`config.mk`:
```
export PLATFORM = sky130hd
export DESIGN_NAME = wb_pipe_fwd
export DESIGN_NICKNAME = d
export VERILOG_FILES = /design/src/rtl/wb_pipe_pkg.sv /design/src/rtl/wb_pipe_stage.sv /design/src/rtl/wb_pipe_fwd.sv
export SDC_FILE = /design/constraint.sdc
export NUM_CORES = 1
export LEC_CHECK = 0
export ABC_AREA = 1
export BUFFER_PORTS_ARGS = -buffer_cell sky130_fd_sc_hd__buf_2
export CORE_AREA = 2 2 199 201
export DETAILED_ROUTE_END_ITERATION = 6
export DIE_AREA = 0 0 201 203
export PLACE_DENSITY_LB_ADDON = 0.3
export SYNTH_ARGS = -nofsm -noshare
export SYNTH_HDL_FRONTEND = slang
export SYNTH_HIERARCHICAL = 1
export SYNTH_SLANG_ARGS = --single-unit
```
`constraint.sdc`:
```
create_clock -name clk -period 2.7 [get_ports clk]
set_input_delay 0.81 -clock clk [delete_from_list [all_inputs] [get_ports clk]]
set_output_delay 0.81 -clock clk [all_outputs]
set_load 0.005 [all_outputs]
```
`src/rtl/wb_pipe_pkg.sv`:
```
// Shared types for the MEM/WB pipeline register: stage entry layout, the XZR
// register number and the write-back data select.
package wb_pipe_pkg;

   localparam int DATA_W_DEF = 64;
   localparam int REG_W_DEF  = 5;

   localparam logic [REG_W_DEF-1:0] ZERO_REG = 5'd31;

   typedef struct packed {
      logic                  valid;
      logic                  reg_write;
      logic                  mem_to_reg;
      logic [REG_W_DEF-1:0]  rd;
      logic [DATA_W_DEF-1:0] mem_data;
      logic [DATA_W_DEF-1:0] alu_result;
   } entry_t;

   function automatic logic [DATA_W_DEF-1:0] sel_data(input entry_t e);
      return e.mem_to_reg ? e.mem_data : e.alu_result;
   endfunction

endpackage

```
`src/rtl/wb_pipe_stage.sv`:
```
// One MEM/WB entry register. Priority on each edge: reset, flush, stall, load.
module wb_pipe_stage
   import wb_pipe_pkg::*;
(
   input  logic   clk,
   input  logic   reset,
   input  logic   flush,
   input  logic   stall,
   input  entry_t d,
   output entry_t q
);

   always_ff @(posedge clk) begin
      if (reset) begin
         q <= '0;
      end else if (flush) begin
         q <= '0;
      end else if (!stall) begin
         q <= d;
      end
   end

endmodule

```
`src/rtl/wb_pipe_fwd.sv`:
```
// DEPTH-stage MEM/WB pipeline register with youngest-writer forwarding lookups
// and a retired-entry counter. DATA_W/REG_W must not exceed the package widths.
module wb_pipe_fwd
   import wb_pipe_pkg::*;
#(
   parameter int DEPTH  = 1,
   parameter int DATA_W = 64,
   parameter int REG_W  = 5,
   parameter int NSRC   = 2,
   parameter int CNT_W  = 32
) (
   input  logic                   clk,
   input  logic                   reset,
   input  logic                   stall,
   input  logic                   flush,
   input  logic                   valid_in,
   input  logic                   reg_write_in,
   input  logic                   mem_to_reg_in,
   input  logic [REG_W-1:0]       rd_in,
   input  logic [DATA_W-1:0]      mem_data_in,
   input  logic [DATA_W-1:0]      alu_result_in,
   output logic                   valid_wb,
   output logic                   reg_write_wb,
   output logic                   mem_to_reg_wb,
   output logic [REG_W-1:0]       rd_wb,
   output logic [DATA_W-1:0]      mem_data_wb,
   output logic [DATA_W-1:0]      alu_result_wb,
   output logic [DATA_W-1:0]      wb_data,
   input  logic [NSRC*REG_W-1:0]  src_rd,
   output logic [NSRC-1:0]        fwd_hit,
   output logic [NSRC*DATA_W-1:0] fwd_data,
   output logic [CNT_W-1:0]       retire_cnt
);

   entry_t                in_entry;
   entry_t                stage_q   [DEPTH];
   logic [DATA_W_DEF-1:0] stage_sel [DEPTH];
   entry_t                last;

   // reg_write is qualified with valid so a bubble can never be a forwarding source.
   always_comb begin
      in_entry            = '0;
      in_entry.valid      = valid_in;
      in_entry.reg_write  = reg_write_in & valid_in;
      in_entry.mem_to_reg = mem_to_reg_in;
      in_entry.rd         = REG_W_DEF'(rd_in);
      in_entry.mem_data   = DATA_W_DEF'(mem_data_in);
      in_entry.alu_result = DATA_W_DEF'(alu_result_in);
   end

   for (genvar k = 0; k < DEPTH; k++) begin : g_stage
      if (k == 0) begin : g_first
         wb_pipe_stage u_stage (
            .clk   (clk),
            .reset (reset),
            .flush (flush),
            .stall (stall),
            .d     (in_entry),
            .q     (stage_q[k])
         );
      end else begin : g_next
         wb_pipe_stage u_stage (
            .clk   (clk),
            .reset (reset),
            .flush (flush),
            .stall (stall),
            .d     (stage_q[k-1]),
            .q     (stage_q[k])
         );
      end
      assign stage_sel[k] = sel_data(stage_q[k]);
   end

   assign last          = stage_q[DEPTH-1];
   assign valid_wb      = last.valid;
   assign reg_write_wb  = last.reg_write;
   assign mem_to_reg_wb = last.mem_to_reg;
   assign rd_wb         = last.rd[REG_W-1:0];
   assign mem_data_wb   = last.mem_data[DATA_W-1:0];
   assign alu_result_wb = last.alu_result[DATA_W-1:0];
   assign wb_data       = stage_sel[DEPTH-1][DATA_W-1:0];

   // Scan oldest to youngest so the youngest eligible stage overwrites the result.
   always_comb begin
      fwd_hit  = '0;
      fwd_data = '0;
      for (int i = 0; i < NSRC; i++) begin
         for (int k = DEPTH - 1; k >= 0; k--) begin
            if (stage_q[k].valid && stage_q[k].reg_write &&
                stage_q[k].rd != ZERO_REG &&
                stage_q[k].rd == REG_W_DEF'(src_rd[i*REG_W +: REG_W])) begin
               fwd_hit[i]                    = 1'b1;
               fwd_data[i*DATA_W +: DATA_W]  = stage_sel[k][DATA_W-1:0];
            end
         end
      end
   end

   // The last-stage entry commits when it leaves, and a flush still lets it leave.
   always_ff @(posedge clk) begin
      if (reset) begin
         retire_cnt <= '0;
      end else if (valid_wb && (!stall || flush)) begin
         retire_cnt <= retire_cnt + CNT_W'(1);
      end
   end

endmodule

```
==> results of run 1 <==
[report_power, final]
part	total (µW)	switching, µW	leakage (µW)	internal (µW)
sequential	2650	80.6	0.00138	2570
clock	2660	1060	0.000295	1600
combinational	917	538	0.00568	379
total	6220	1670	0.00735	4540
[registers in the layout (all words and copies together), names as in the netlist]
name,count
retire_cnt,32
g_stage.g_first.u_stage/q,136
[metal layers]
metal / global-route usage [%] / vias to the layer above / wire (µm)
li1: - / 5515 / -
met1: 20.8 / 4802 / 16000
met2: 29.3 / 381 / 17800
met3: 3.96 / 34 / 2280
met4: 4.47 / 0 / 616
met5: 0 / - / 0
[critical path: cells and delay by family]
family	cells	cell delay, ps
AND/OR/NAND/NOR	4	580
buffers and inverters	3	410
XOR/XNOR	1	140
[stage by stage]
step	util (%)	worst slack (ps)	cell area (µm²)	setup TNS, ps	power, µW
6_report	34.3	-78.8	13200	-4090	6220
5_1_grt	34.3	-144	13200	-13790	6530
4_1_cts	33.7	-26.0	13000	-151	6310
3_5_place_dp	31.7	-119	12200	-9280	3580
3_3_place_gp	31.7	-133	12200	-10100	3570
2_1_floorplan	-	270	9190	0	3140
[placed cells by master, fill, tap and decap left out, types with 4 or more instances in the layout]
| master | netlist | layout |
|---|---|---|
| o21ai_1 | 2 | 12 |
| nor3_1 | 6 | 4 |
| o21ai_0 | 72 | 62 |
| inv_2 | 4 | 4 |
| buf_4 | 5 | 13 |
| dfxtp_1 | 168 | 163 |
| xnor2_2 | 0 | 4 |
| nor2_4 | 5 | 7 |
| nand3_1 | 22 | 22 |
| a21oi_1 | 13 | 13 |
| nand4_1 | 4 | 4 |
| nand3_2 | 4 | 4 |
| inv_1 | 300 | 300 |
| buf_2 | 39 | 504 |
| clkbuf_1 | 17 | 5 |
| buf_6 | 15 | 8 |
| nand2_1 | 418 | 413 |
| buf_12 | 0 | 9 |
| nor2_1 | 459 | 433 |
| bufinv_16 | 0 | 4 |
| clkbuf_16 | 0 | 19 |
| nor2_2 | 5 | 29 |
| dfxtp_4 | 0 | 5 |
| nand2_2 | 3 | 7 |
[cells by family (layout without fill, tap and decap cells)]
logic type,count (synthesis),after routing,share of synthesized area (%)
xor gates and xnor gates,12,12,1.14
AOI/OAI and AO/OA,92,92,5.20
and+or+nand+nor,928,928,39.4
other,0,2,0
DFF,168,168,36.6
buffers and inverters,382,876,17.6
adders and majority gates,1,1,0.136
[repair_timing]
| action | CTS | global route |
|---|---|---|
| setup endpoints to repair | 167 | 134 |
| hold buffers | 0 | 0 |
| pin swaps | 3 | 2 |
| cloned | 0 | 3 |
| buffers inserted | 2 | 4 |
| gates resized for setup | 25 | 49 |
[worst max-delay path by stage]
stage / startpoint / endpoint / slack, ps / cells after the start
after global routing: g_stage[0].g_first.u_stage/q[130] / fwd_data[74] / -140 / 7
after floorplan: src_rd[5] / fwd_data[118] / 270 / 7
after detailed placement: src_rd[1] / fwd_data[55] / -120 / 8
final: src_rd[6] / fwd_data[84] / -80 / 8
after CTS: src_rd[5] / fwd_data[93] / -30 / 8
after global placement: src_rd[0] / fwd_data[55] / -130 / 8
[final cells by class]
type / instances / area (µm²) / share of cell area, %
inverters: 305 / 1140 / 8.68
well taps: 518 / 648 / 4.91
clock buffers: 24 / 472 / 3.57
flip-flops and latches: 168 / 3380 / 25.6
multi-input cells: 1033 / 4390 / 33.3
diodes: 2 / 5.00 / 0.0379
repair buffers: 540 / 3010 / 22.8
clock inverters: 7 / 141 / 1.07
==> results.md, run 1 <==
* Top cells by area, synth: dfxtp_1 (37%), nor2_1 (19%), nand2_1 (17%), inv_1 (12%), o21ai_0 (3.9%)
* Starting Density at about a quarter
* Worst r2r dst: retire_cnt[26]
* Most frequent cells after synthesis: nor2_1 (459), nand2_1 (418), inv_1 (300), dfxtp_1 (168), o21ai_0 (72)
* Async SR Flop Fraction at 0%
* Layout Area Growth over Synthesis at 43.6%
* Layout cells sized above 1 at between 30% and 40%
* Number of synthesized register bits at 168
* R2r setup slk at 1080 ps
* Post-synth top flop: dfxtp_1
* Critical path endpoint category: primary output
* Cell Area, Synth at 0.00919 mm²
* CP Launch Type: primary input
* Port bufs at roughly 510
* Row cnt at between 70 and 80
* EDFF count, synth at 0
* Nets@finish at 2,216
* DP HPWL at 26,800 µm
* Critical path type: in2out
* CP Cell Sequence: buf_6, xnor2_1, nand2_1, nor3_4, nand2_4, buf_12, nor2_1, buf_2
* P_leak at about 0.0073 µW
* Final period utilization at 103%
* Post-DR vias/cell at between 4 and 5
* Worst reg2reg path depth at 8
* Slew headroom at about half
* Final setup viols at about 110
* Most common cell in the netlist: nor2_1
* CTS tree: built
* Hold Path End: retire_cnt[9]
* Max Cap Viol at 0
* Top-area cell type share of the netlist area at a little over a third
* Unrepaired setup endpoints after global routing: true
* Pwr dens at ~470 mW/mm²
* Crit-path slowest cell: buf_12
* Worst vdd ir at about 420 µV
* Vias at around 11,000
* Worst Hold Path Cells at 2
* H-tree depth at 4
* TritonCTS buffer count at 17
* Inst Count DP at about 2,600
* Fmax at between 300 and 400 MHz
* Tot GR Track Use at 16.9%
* CTS Buffer Depth at 2
* Sink Count at approximately 170
* Net count after synthesis at 1,734
* Vias in the first global route at slightly below 10,000
* Synth unique cells at 29
* Placeable Area at 0.0385 mm²
* Worst-path maximum fanout at 23
* Min cycle time layout at ~2800 ps
* WL/cell at 14.1 µm
* Clk Latency, worst-skew pair at about 430 ps
* Fillers at roughly 4,300
* Routed Wire Length at between 30,000 and 40,000 µm
* Max Slew Vio Count at 0
* CP Data Arrival Time at about 2000 ps
* Final Non-Filler Cells at between 2,000 and 3,000
* DRT Pass-1 Iters at 7
* Initial antenna violation count at 0
* Fin. Hold Viols at 0
* Status: complete, but fails checks
* GR Overflow Total at 0
* GP Congestion at about 0.9
* Clock Pin Slew Worst Setup and Hold Paths at around 70 ps
* Post-route ant nets at 0
* Clock skew at between 6 and 7 ps
* Syn avg cell area at 5.81 µm²
* First-pass GRT wire length at 54,200 µm
* Hold path start: retire_cnt[9]
* Dominant cell type by area after synthesis: dfxtp_1
* Final hold slack at ~500 ps
* Worst Hold Class: reg2reg
* Tightest Pin Transition at around 760 ps
* CTS root buf: clkbuf_16
* Die area at around 0.041 mm²
* Die height at 203 µm
* FF-to-FF Start: retire_cnt[1]
* DRC viols at 0
* Failing checks: setup timing
* Ports at around 500
* Cells after synthesis at approximately 1,600
* Seq/Total Area, Yosys at 36.6%
* Die width at 201 µm
* Largest net degree at the start of global routing at between 150 and 200
* Setup WS post-layout at -78.8 ps
* Ys Warns at 6
* Crit path required time at 1890 ps
* DR iter-0 viols at 671
* CP max stage delay at approximately 190 ps
(Power assumes the default switching activity.)
==> run 2, diff against run 1 <==
- CORE_AREA: 2 2 199 201 -> 2 2 201 203
- DIE_AREA: 0 0 201 203 -> 0 0 203 205
- HOLD_SLACK_MARGIN: default -> 0.05
- clock period: 2.7 -> 3 ns (I/O delays scaled with it)
==> results.md, run 2 (same netlist as run 1, synthesis figures left out) <==
* TritonCTS buffer count at 17 (unchanged)
* Final period utilization at 98.5%
* CTS tree: built (unchanged)
* Clock Power Share at 40.4% (was 42.7%)
* Vias at 10,600 (was 10,700)
* Worst Hold Class: reg2reg (unchanged)
* Slew headroom at 52.3% (was 48.7%)
* Hold-fix buffer count after cts at 0 (unchanged)
* Fin. Hold Viols at 0 (unchanged)
* P_int at 3810 µW (was 4540 µW)
* Die area at 0.0416 mm² (was 0.0408 mm²)
* Setup WS post-layout at 45.1 ps (was -78.8 ps)
* Crit path required time at 2100 ps (was 1890 ps)
* M1 WL at 15,300 µm (was 16,000 µm)
* Met3 wire length at 2350 µm (was 2280 µm)
* Starting Density at 23.4% (was 23.9%)
* CTS Buffer Depth at 2 (unchanged)
* DR iter-0 viols at 692 (was 671)
* DP HPWL at 27,000 µm (was 26,800 µm)
* Sequential power share at 44.7% (was 42.5%)
* Ports at 512 (unchanged)
* Vias in the first global route at 9,267 (was 9,657)
* Critical path endpoint category: primary output (unchanged)
* Post-route ant nets at 0 (unchanged)
* Port bufs at 511 (unchanged)
* Top routing layer in use: met4 (unchanged)
* Switching pwr at 1520 µW (was 1670 µW)
* Status: finished clean (was complete, but fails checks)
* Final setup viols at 0 (was 114)
* Inst Count DP at 2,563 (was 2,555)
* DRT Pass-1 Iters at 5 (was 7)
* Combinational Power Share at 14.8% (was 14.7%)
* Pre-CTS WS at -2.64 ps (was -119 ps)
* CTS root buf: clkbuf_16 (unchanged)
* Pwr dens at 414 mW/mm² (was 471 mW/mm²)
* Critical path type: in2out (unchanged)
* Worst-path maximum fanout at 41 (was 23)
* Die width at 203 µm (was 201 µm)
* Largest regs: g_stage.g_first.u_stage/q (136), retire_cnt (32) (unchanged)
* Fmax at ~340 MHz
* Met2 WL at 17,200 µm (was 17,800 µm)
* Nets@finish at 2,209 (was 2,216)
* Initial antenna violation count at 3 (was 0)
* Routed Wire Length at 35,400 µm (was 36,700 µm)
* Unrepaired setup endpoints after global routing: true (unchanged)
* Final hold slack at 505 ps (was 502 ps)
* CP Data Arrival Time at 2050 ps (was 1970 ps)
* First-pass GRT wire length at 52,300 µm (was 54,200 µm)
* GP Congestion at 0.864 (was 0.893)
* Final Non-Filler Cells at 2,599 (was 2,597)
* Post-DR vias/cell at 4.07 (was 4.13)
* Final Power at 5330 µW (was 6220 µW)
* DRC viols at 0 (unchanged)
* CP Launch Type: primary input (unchanged)
* Worst vdd ir at 354 µV (was 416 µV)
* Switch share at 28.5% (was 26.9%)
* Commonest cells after routing, fill and taps aside: buf_2 (510), nor2_1 (449), nand2_1 (416) (was buf_2 (504), nor2_1 (433), nand2_1 (413))
* Tightest Pin Transition at 708 ps (was 762 ps)
* Layout Area Growth over Synthesis at 39.9% (was 43.6%)
* Placeable Area at 0.0394 mm² (was 0.0385 mm²)
* P_leak at 0.00719 µW (was 0.00735 µW)
* GR Overflow Total at 0 (unchanged)
* Layout cells sized above 1 at 29.2% (was 30.5%)
* Clock skew at 11.3 ps (was 6.60 ps)
* H-tree depth at 4 (unchanged)
* Largest net degree at the start of global routing at 150 (was 155)
* Biggest register: g_stage.g_first.u_stage/q (unchanged)
* Clk Latency, worst-skew pair at 440 ps (was 430 ps)
* Setup Total Neg Slack at 0 ps (was -4090 ps)
* Row cnt at 73 (was 72)
* Fillers at 4,473 (was 4,301)
* Tot GR Track Use at 16.1% (was 16.9%)
* WL/cell at 13.6 µm (was 14.1 µm)
* Die height at 205 µm (was 203 µm)
* Max reg flops at 136 (unchanged)
* Max Slew Vio Count at 0 (unchanged)
* Max Cap Viol at 0 (unchanged)
* Clock Pin Slew Worst Setup and Hold Paths at 70 ps (about the same)
* Min cycle time layout at ~3000 ps
* Sink Count at 168 (unchanged)
* Most common cell after layout, fill and taps aside: buf_2 (unchanged)
-- run 2: layer usage --
metal	GRT usage, %	up-vias
li1	-	5499
met1	20.0	4698
met2	27.4	350
met3	4.07	19
met4	4.87	0
met5	0	-
-- run 2: cell type report --
type,count,area (µm²),share of cell area [%]
diodes,3,7.51,0.0584
well taps,525,657,5.11
flip-flops and latches,168,3370,26.2
repair buffers,533,2860,22.2
clock buffers,23,498,3.87
multi-input cells,1033,4260,33.1
clock inverters,9,66.3,0.516
inverters,305,1140,8.90
-- run 2: final timing paths --
check / cells after the start / from / slack (ps) / to
max: 8 / src_rd[3] / 50 / fwd_data[36]
min: 2 / retire_cnt[9] / 500 / retire_cnt[9]
max reg2reg: 6 / g_stage[0].g_first.u_stage/q[135] / 1320 / retire_cnt[30]
min reg2reg: 2 / retire_cnt[9] / 500 / retire_cnt[9]
-- run 2: stage by stage --
stage                     util, %  instance area [µm²]
final                        32.7                12900
after global routing         32.7                12900
after CTS                    32.5                12800
after detailed placement     31.1                12200
after global placement       31.1                12200
after floorplan                 -                 9190
-- run 2: what timing repair did --
item                                    CTS  global route
endpoints found under the setup margin    7           122
pin swaps                                 0             3
resized for setup                         1            15
buffers inserted                          0             1
-- run 2: critical path: stages --
cell and delay, ps:
buf_2 100, xnor2_1 130, nand2_1 140, nor3_2 200
nand2_2 100, buf_12 170, nor2_1 130, buf_2 120
-- run 2: power groups by stage --
stage,clock [µW],combinational [µW],sequential (µW)
after floorplan,0,407,2420
after CTS,2240,791,2390
after global routing,2320,894,2390
after detailed placement,0,786,2440
after global placement,0,781,2430
final,2150,791,2380
